<file path="src/rtl/alu_input_sequencer_pkg.sv">
// Shared types and constants for the ALU input sequencer: FSM states,
// opcode type and the sign-fill patterns used to widen 16-bit operands.
package alu_input_sequencer_pkg;

    localparam int OPCODE_W = 4;

    // ALU opcode as seen on the ALU interface
    typedef logic [OPCODE_W-1:0] alu_op_t;

    typedef enum logic [2:0] {
        ST_LOAD_A  = 3'd0,
        ST_LOAD_B  = 3'd1,
        ST_LOAD_OP = 3'd2,
        ST_EXEC    = 3'd3,
        ST_SHOW    = 3'd4
    } seq_state_t;

    localparam logic [15:0] SIGN_FILL_ONES  = 16'hFFFF;
    localparam logic [15:0] SIGN_FILL_ZEROS = 16'h0000;

    // Bit 16 selects the upper-half fill, bits 15:0 are the operand data
    function automatic logic [31:0] form_operand(input logic [16:0] sw);
        return {(sw[16] ? SIGN_FILL_ONES : SIGN_FILL_ZEROS), sw[15:0]};
    endfunction

endpackage

</file>
<file path="src/rtl/alu_input_sequencer_key_debounce.sv">
// One push-button: 2-flop synchronizer, stability counter and a registered
// one-cycle pulse on the debounced press (falling) edge. Keys are active-low.
module key_debounce #(
    parameter int DEBOUNCE_CYCLES = 500000,
    parameter int CNT_W           = $clog2(DEBOUNCE_CYCLES + 1)
) (
    input  logic clk_i,
    input  logic srst_i,
    input  logic key_n_i,
    output logic press_o
);

    logic [1:0]       sync_q;
    logic             level_q, level_d;
    logic             level_dly_q;
    logic [CNT_W-1:0] cnt_q, cnt_d;
    logic             press_q;

    // Level flips only after DEBOUNCE_CYCLES consecutive differing samples
    always_comb begin
        level_d = level_q;
        cnt_d   = cnt_q;
        if (sync_q[1] == level_q) begin
            cnt_d = '0;
        end else if (cnt_q == CNT_W'(DEBOUNCE_CYCLES - 1)) begin
            level_d = sync_q[1];
            cnt_d   = '0;
        end else begin
            cnt_d = cnt_q + CNT_W'(1);
        end
    end

    // Synchronizer, debounce state and press-edge pulse registers
    always_ff @(posedge clk_i) begin
        if (srst_i) begin
            sync_q      <= 2'b11;
            level_q     <= 1'b1;
            level_dly_q <= 1'b1;
            cnt_q       <= '0;
            press_q     <= 1'b0;
        end else begin
            sync_q      <= {sync_q[0], key_n_i};
            level_q     <= level_d;
            level_dly_q <= level_q;
            cnt_q       <= cnt_d;
            press_q     <= level_dly_q & ~level_q;
        end
    end

    assign press_o = press_q;

endmodule

</file>
<file path="src/rtl/alu_input_sequencer.sv">
// Board front end for the ALU: debounced advance/cancel keys drive a
// load-A / load-B / load-opcode / execute sequence that registers the
// operands and opcode and flags each committed computation with a pulse.
module alu_input_sequencer
    import alu_input_sequencer_pkg::*;
#(
    parameter int DEBOUNCE_CYCLES = 500000,
    parameter int CNT_W           = $clog2(DEBOUNCE_CYCLES + 1)
) (
    input  logic        CLOCK_50,
    input  logic        rst,
    input  logic [3:0]  KEY,
    input  logic [17:0] SW,
    output logic [31:0] port_A,
    output logic [31:0] port_B,
    output alu_op_t     ALUOP,
    output logic        exec_valid,
    output logic [3:0]  state_led
);

    localparam int N_KEYS = 2;   // KEY[0] advance, KEY[1] cancel

    logic [N_KEYS-1:0] press;
    logic [16:0]       sw_meta_q, sw_sync_q;
    seq_state_t        state_q, state_d;
    logic [31:0]       a_q, a_d, b_q, b_d;
    alu_op_t           op_q, op_d;
    logic              cancel_pend_q, cancel_pend_d;
    logic              advance, cancel;
    logic              unused_inputs;

    // KEY[3:2] and SW[17] have no function in this design
    assign unused_inputs = &{1'b0, KEY[3:2], SW[17]};

    generate
        for (genvar gi = 0; gi < N_KEYS; gi++) begin : g_key
            key_debounce #(
                .DEBOUNCE_CYCLES(DEBOUNCE_CYCLES),
                .CNT_W          (CNT_W)
            ) u_key_debounce (
                .clk_i  (CLOCK_50),
                .srst_i (rst),
                .key_n_i(KEY[gi]),
                .press_o(press[gi])
            );
        end
    endgenerate

    // A cancel that lands on the EXEC cycle is replayed in SHOW
    assign cancel  = press[1] | cancel_pend_q;
    assign advance = press[0];

    // Sequencer next-state and operand/opcode load logic
    always_comb begin
        state_d       = state_q;
        a_d           = a_q;
        b_d           = b_q;
        op_d          = op_q;
        cancel_pend_d = 1'b0;
        if (state_q == ST_EXEC) begin
            state_d       = ST_SHOW;
            cancel_pend_d = press[1];
        end else if (cancel) begin
            state_d = ST_LOAD_A;
            a_d     = '0;
            b_d     = '0;
            op_d    = '0;
        end else if (advance) begin
            case (state_q)
                ST_LOAD_A: begin
                    a_d     = form_operand(sw_sync_q);
                    state_d = ST_LOAD_B;
                end
                ST_LOAD_B: begin
                    b_d     = form_operand(sw_sync_q);
                    state_d = ST_LOAD_OP;
                end
                ST_LOAD_OP: begin
                    op_d    = sw_sync_q[OPCODE_W-1:0];
                    state_d = ST_EXEC;
                end
                ST_SHOW:    state_d = ST_LOAD_A;
                default:    state_d = ST_LOAD_A;
            endcase
        end
    end

    // Switch synchronizer, FSM state and output registers
    always_ff @(posedge CLOCK_50) begin
        if (rst) begin
            sw_meta_q     <= '0;
            sw_sync_q     <= '0;
            state_q       <= ST_LOAD_A;
            a_q           <= '0;
            b_q           <= '0;
            op_q          <= '0;
            cancel_pend_q <= 1'b0;
        end else begin
            sw_meta_q     <= SW[16:0];
            sw_sync_q     <= sw_meta_q;
            state_q       <= state_d;
            a_q           <= a_d;
            b_q           <= b_d;
            op_q          <= op_d;
            cancel_pend_q <= cancel_pend_d;
        end
    end

    // One-hot state display; EXEC shares the SHOW lamp
    always_comb begin
        state_led = 4'b0001;
        case (state_q)
            ST_LOAD_A:  state_led = 4'b0001;
            ST_LOAD_B:  state_led = 4'b0010;
            ST_LOAD_OP: state_led = 4'b0100;
            ST_EXEC:    state_led = 4'b1000;
            ST_SHOW:    state_led = 4'b1000;
            default:    state_led = 4'b0001;
        endcase
    end

    assign port_A     = a_q;
    assign port_B     = b_q;
    assign ALUOP      = op_q;
    assign exec_valid = (state_q == ST_EXEC);

endmodule
</file>
<file path="config.mk">
export PLATFORM = sky130hd
export DESIGN_NAME = alu_input_sequencer
export DESIGN_NICKNAME = d
export VERILOG_FILES = /design/src/rtl/alu_input_sequencer_pkg.sv /design/src/rtl/alu_input_sequencer_key_debounce.sv /design/src/rtl/alu_input_sequencer.sv
export SDC_FILE = /design/constraint.sdc
export NUM_CORES = 1
export LEC_CHECK = 0
export CORE_UTILIZATION = 55
export DETAILED_ROUTE_END_ITERATION = 8
export PLACE_DENSITY_LB_ADDON = 0.08
export SLEW_MARGIN = 20
export SYNTH_ARGS = -nofsm -noshare
export SYNTH_HDL_FRONTEND = slang
export SYNTH_SLANG_ARGS = --single-unit
</file>
<file path="constraint.sdc">
create_clock -name CLOCK_50 -period 3.9 [get_ports CLOCK_50]
set_input_delay 0.78 -clock CLOCK_50 [delete_from_list [all_inputs] [get_ports CLOCK_50]]
set_output_delay 0.78 -clock CLOCK_50 [all_outputs]
set_load 0.03 [all_outputs]
</file>
---- Yosys cells after proc, flatten, opt, wreduce, memory -nomap -nowiden ----
Index checks and enable logic that the tools add are counted.
operators by class
  bitwise gates (word level) .............. 8
  eq/ne operators ......................... 8
  add/subtract/negate cells ............... 2
  reduce and logical (&&, ||, !) cells .... 16
  muxes and demuxes ....................... 15
operators with widths
  kind                   number
  $mux 32                6
  $add 19x1->19 const B  2
  $eq 19x19->1 const B   2
  $mux 16                1
  $mux 4                 3
  $pmux 4 s3             1
  $mux 3                 3
  $reduce_and 3->1       3
  $reduce_or 3->1        3
  $reduce_bool 2->1      4
  $eq 3x2->1 const B     2
  $pmux 2 s3             1
  $not 1->1              5
  $reduce_and 2->1       2
  $reduce_or 2->1        2
  $eq 3x1->1 const B     1
  $eq 3x3->1 const B     1
  $logic_not 3->1        1
  $reduce_bool 3->1      1
  $and 1x1->1            2
  $eq 1x1->1             2
  $or 1x1->1             1
word-level totals
  output and inout bits ................... 73
  bits in registers ....................... 154
  input bits .............................. 24

---- Logic depth before layout (Yosys ltp) ----
  depth after elaboration ................. 5
  gate-level depth with buffers ........... 7
  mapped depth without buffers ............ 5

---- By module ----
Synthesis repeated with hierarchy kept, for this count alone.
unflattened totals
  cells, all modules ...................... 503
  area, all modules ....................... 4987.3 µm²
by module, submodules not included
  module               cells an instance  sequential area each (µm²)  times used  area an instance (µm²)
  alu_input_sequencer  269                1521.5                      1           2935.3
  key_debounce         117                480.5                       2           1026.0

---- Worst setup path before layout ----
OpenSTA, ideal clock, no wires.
  path kind ............................... register to output
  start ................................... register state_q[1]
  end ..................................... output port state_led[3]
  buffers on the path ..................... 2
  arrival time ............................ 1.373 ns
  data required time ...................... 3.120 ns
  path slack .............................. 1.747 ns
  stages on the path, launching flop included .. 5
  path through ............................ dfxtp_1 clkbuf_1 and3b_1 clkbuf_1 a21o_1
between the ends
  cells in the longest elaborated chain, start to end .. 3
  elaborated cells on any way between the ends .. 6
  classes of those cells .................. eq/ne: 4; mux: 1; reduce/logical: 1
RTL lines
  what                              RTL line                    RTL
  from (decl)                       alu_input_sequencer.sv:25   seq_state_t state_q, state_d;
  from (signal assigned)            alu_input_sequencer.sv:101  state_q <= state_d;
  $eq 3x2->1                        --
  named net exec_valid              alu_input_sequencer.sv:17   output logic exec_valid,
  $reduce_or 2->1 (no source line)  --
  $pmux 4 s3                        alu_input_sequencer.sv:112  case (state_q)
  to (decl)                         alu_input_sequencer.sv:18   output logic [3:0] state_led
The timed path passes the listed nets, and every way through them passes these cells.

---- Worst setup path after layout ----
  start ................................... register state_q[1]
  end ..................................... output port state_led[3]
between the ends
  cells in the longest elaborated chain, start to end .. 3
  elaborated cells on any way between the ends .. 6
  classes of those cells .................. eq/ne: 4; mux: 1; reduce/logical: 1
RTL lines
  what                                             RTL line
  $eq 3x2->1 / $eq 3x3->1 (equally long branches)  alu_input_sequencer.sv:112
  $reduce_or 2->1 (no source line)                 --
  $pmux 4 s3 (*)                                   alu_input_sequencer.sv:112
Every way passes the cells marked *; elsewhere a longest branch is shown, timed or not.

==> results.py <==
metrics = {
    "worst_setup_path": {
        "crit_path_end_kind": "primary output",
        "cp-start-kind": "flop",
        "rr_endpoint": "g_key[0].u_key_debounce.cnt_q[18]",
        "regToRegStartpoint": "g_key[0].u_key_debounce.cnt_q[0]",
        "critical_path_class": "flop to primary output",
        "r2r_slack_ns": 1.63,
        "crit_required_ns": 3.12,
        "ff2ff_path_depth": 5,
        "cp.arrival_ns": 2.09,
        "critPathMaxFanout": 8,
    },
    "global_routing": {
        "grt_pass1_vias": 3515,
        "grt_pass1_wl_um": 16000,
        "grt_max_degree": 44,
        "overflow": 0,
        "track_usage": 0.226,
        "antenna_found_initial": 0,
    },
    "placement": {
        "place_ws_ns": 1.54,
        "io_buffers": 93,
        "place_hpwl_um": 6210,
        "finalWeightedCongestion": 0.806,
    },
    "clocking": {
        "numCtsBuffers": 17,
        "cts_max_level": 4,
        "clkLatencyLatePin_ns": 0.51,
        "postCtsSetupRepairBufs": 0,
        "cts_resized": 0,
        "cts_tree": "built",
        "cts-root-buf": "clkbuf_8",
        "cts_num_sinks": 124,
        "cts_max_path_buffers": 2,
        "ctsHoldBuffers": 0,
        "cts.clk_slew.worst_paths_ns": 0.06,
    },
    "route": {
        "post_drt_wl_per_cell_um": 13.6,
        "drtIter0Drc": 141,
        "route.vias.total": 3732,
        "drt-total-wl_um": 9590,
        "ant_nets": 0,
        "drc_errors": 0,
        "firstDrtPassIters": 4,
        "routed_via_density": 5.29,
    },
    "worst_hold_path": {
        "min_path_cells": 1,
        "min_from": "g_key[1].u_key_debounce.sync_q[0]",
        "hold_path.class": "flop to flop",
        "hold_end": "g_key[1].u_key_debounce.sync_q[1]",
    },
    "flow_run": {
        "max_cap_violations": 0,
    },
    "die": {
        "die_w_um": 96,
        "coreArea_sq_um": 8380,
        "start_util": 0.580,
        "dieHeight_um": 96,
        "ios": 97,
        "fp-row-count": 33,
        "die_area_sq_um": 9220,
    },
    "layout": {
        "nets": 614,
        "diodes": 0,
        "final_common_cell": "dfxtp_1",
        "final_cell_mix": "124 x dfxtp_1, 92 x clkdlybuf4s50_1, 54 x nand3_1, 47 x a21oi_1, 39 x nor2_1",
        "fin_util": 0.745,
        "drive_gt1_frac": 0.0882,
        "area_growth_pct": 28.5,
    },
    "logic_synthesis": {
        "synth_seq_cells": 124,
        "seq_area_frac_synth": 0.511,
        "syn_nets": 557,
        "syn_inst": 531,
        "ys_types": 43,
        "synth-main-ff-cell": "dfxtp_1",
        "syn_area_per_cell_sq_um": 9.15,
        "synth_edf_count": 0,
        "yosysWarnings": 0,
        "synth_area_sq_um": 4860,
        "synth-async-reset-ratio": 0,
    },
    "timing": {
        "hold_viol": 0,
        "fin_crit_ns": 2.87,
        "fin_crit_sh": 0.736,
        "tns_ns": 0,
        "slew_headroom": 0.482,
        "skew_ns": 0.00751,
        "hold_slack_ns": 0.400,
        "tightest_slew_ns": 0.777,
        "setup_viol": 0,
        "rsz0062_at_grt": "no",
        "worst_slack_ns": 1.03,
        "slew_violations": 0,
        "fmax_mhz": 349,
    },
    "pwr": {
        "p_leak_nw": 2.13,
        "powerDensity_nw_per_um2": 482,
        "irDropWorstVdd_mv": 0.342,
        "report.power.total_mw": 3.01,
    },
    "outcome": {
        "outcome": "complete, no violations",
    },
}
state kept, by name, indices dropped and copies added, names as in the netlist, 3 cells and up:
name	count
g_key.u_key_debounce.cnt_q	38
port_A	17
port_B	17
sw_meta_q	17
sw_sync_q	17
ALUOP	4
g_key.u_key_debounce.sync_q	4
state_q	3
per-stage QoR:
stage / cell area, sq um / cells
after floorplan: 4860 / 531
after global placement: 5610 / 674
after detailed placement: 5610 / 674
after CTS: 6240 / 706
after global routing: 6240 / 706
final: 6240 / 706
routing by layer:
layer / track usage / up-vias / routed length, um / part of all wire
li1: - / 1893 / - / -
met1: 0.268 / 1727 / 4080 / 0.43
met2: 0.394 / 106 / 4990 / 0.52
met3: 0.0537 / 6 / 461 / 0.048
met4: 0.0846 / 0 / 54 / 0.0056
met5: 0 / - / 0 / 0
worst max path at each step:
stage               startpoint      endpoint  slack, ns  depth (start not counted)
finish              state_q[1]  state_led[3]       1.03                          3
detailed placement  state_q[1]  state_led[3]       1.54                          3
global placement    state_q[1]  state_led[3]       1.54                          3
floorplan           state_q[1]  state_led[3]       1.75                          4
CTS                 state_q[1]  state_led[3]       0.99                          3
global route        state_q[1]  state_led[3]       0.89                          3
layout make-up:
type,instances,area (sq um)
Timing Repair Buffer,97,956
Clock buffer,18,418
Inverter,10,37.5
Clock inverter,14,219
Sequential cell,124,2480
Multi-Input combinational cell,338,2000
Fill cell,629,2140
Tap cell,105,131
cells in the mapped netlist, drive strengths merged, types with 2 or more instances:
cell type,n,share of area
mux2i,8,0.016
or2,7,0.0090
dfxtp,124,0.51
o21ai,15,0.015
or3,11,0.014
nand4,8,0.012
o211ai,3,0.0046
buf,37,0.055
nand3,55,0.058
and4,3,0.0054
xnor2,8,0.014
o31ai,4,0.0062
xor2,13,0.023
clkbuf,22,0.017
nor4b,2,0.0036
or4,8,0.014
nor2,40,0.031
a21oi,50,0.053
nand2b,15,0.019
and2,7,0.0090
nand2,23,0.018
ha,2,0.0051
nor3,3,0.0031
and3,5,0.0064
inv,10,0.0077
nor2b,35,0.045
nand3b,3,0.0046
a21o,2,0.0031
where the power goes:
part	internal, mW	leakage (nW)	switching, mW
sequential	1.29	1.01	0.00618
clock	1.10	0.305	0.556
combinational	0.0298	0.815	0.0244
worst max-delay path: stages, from the launching register on:
cell	delay [ns]
dfxtp_1	0.45
and3b_1	0.34
a21o_1	0.13
clkdlybuf4s50_1	0.66
cell families (layout without fill, tap and decap cells):
family          Yosys count  count (layout)  share of synthesized area
mux                       8               8                     0.0165
buf+inv                  69             139                     0.0793
flops                   124             124                      0.511
compound gates           77              77                     0.0896
xor+xnor                 21              21                     0.0378
simple gates            230             230                      0.261
fa+ha+maj                 2               2                    0.00515
(Power assumes the default switching activity.)
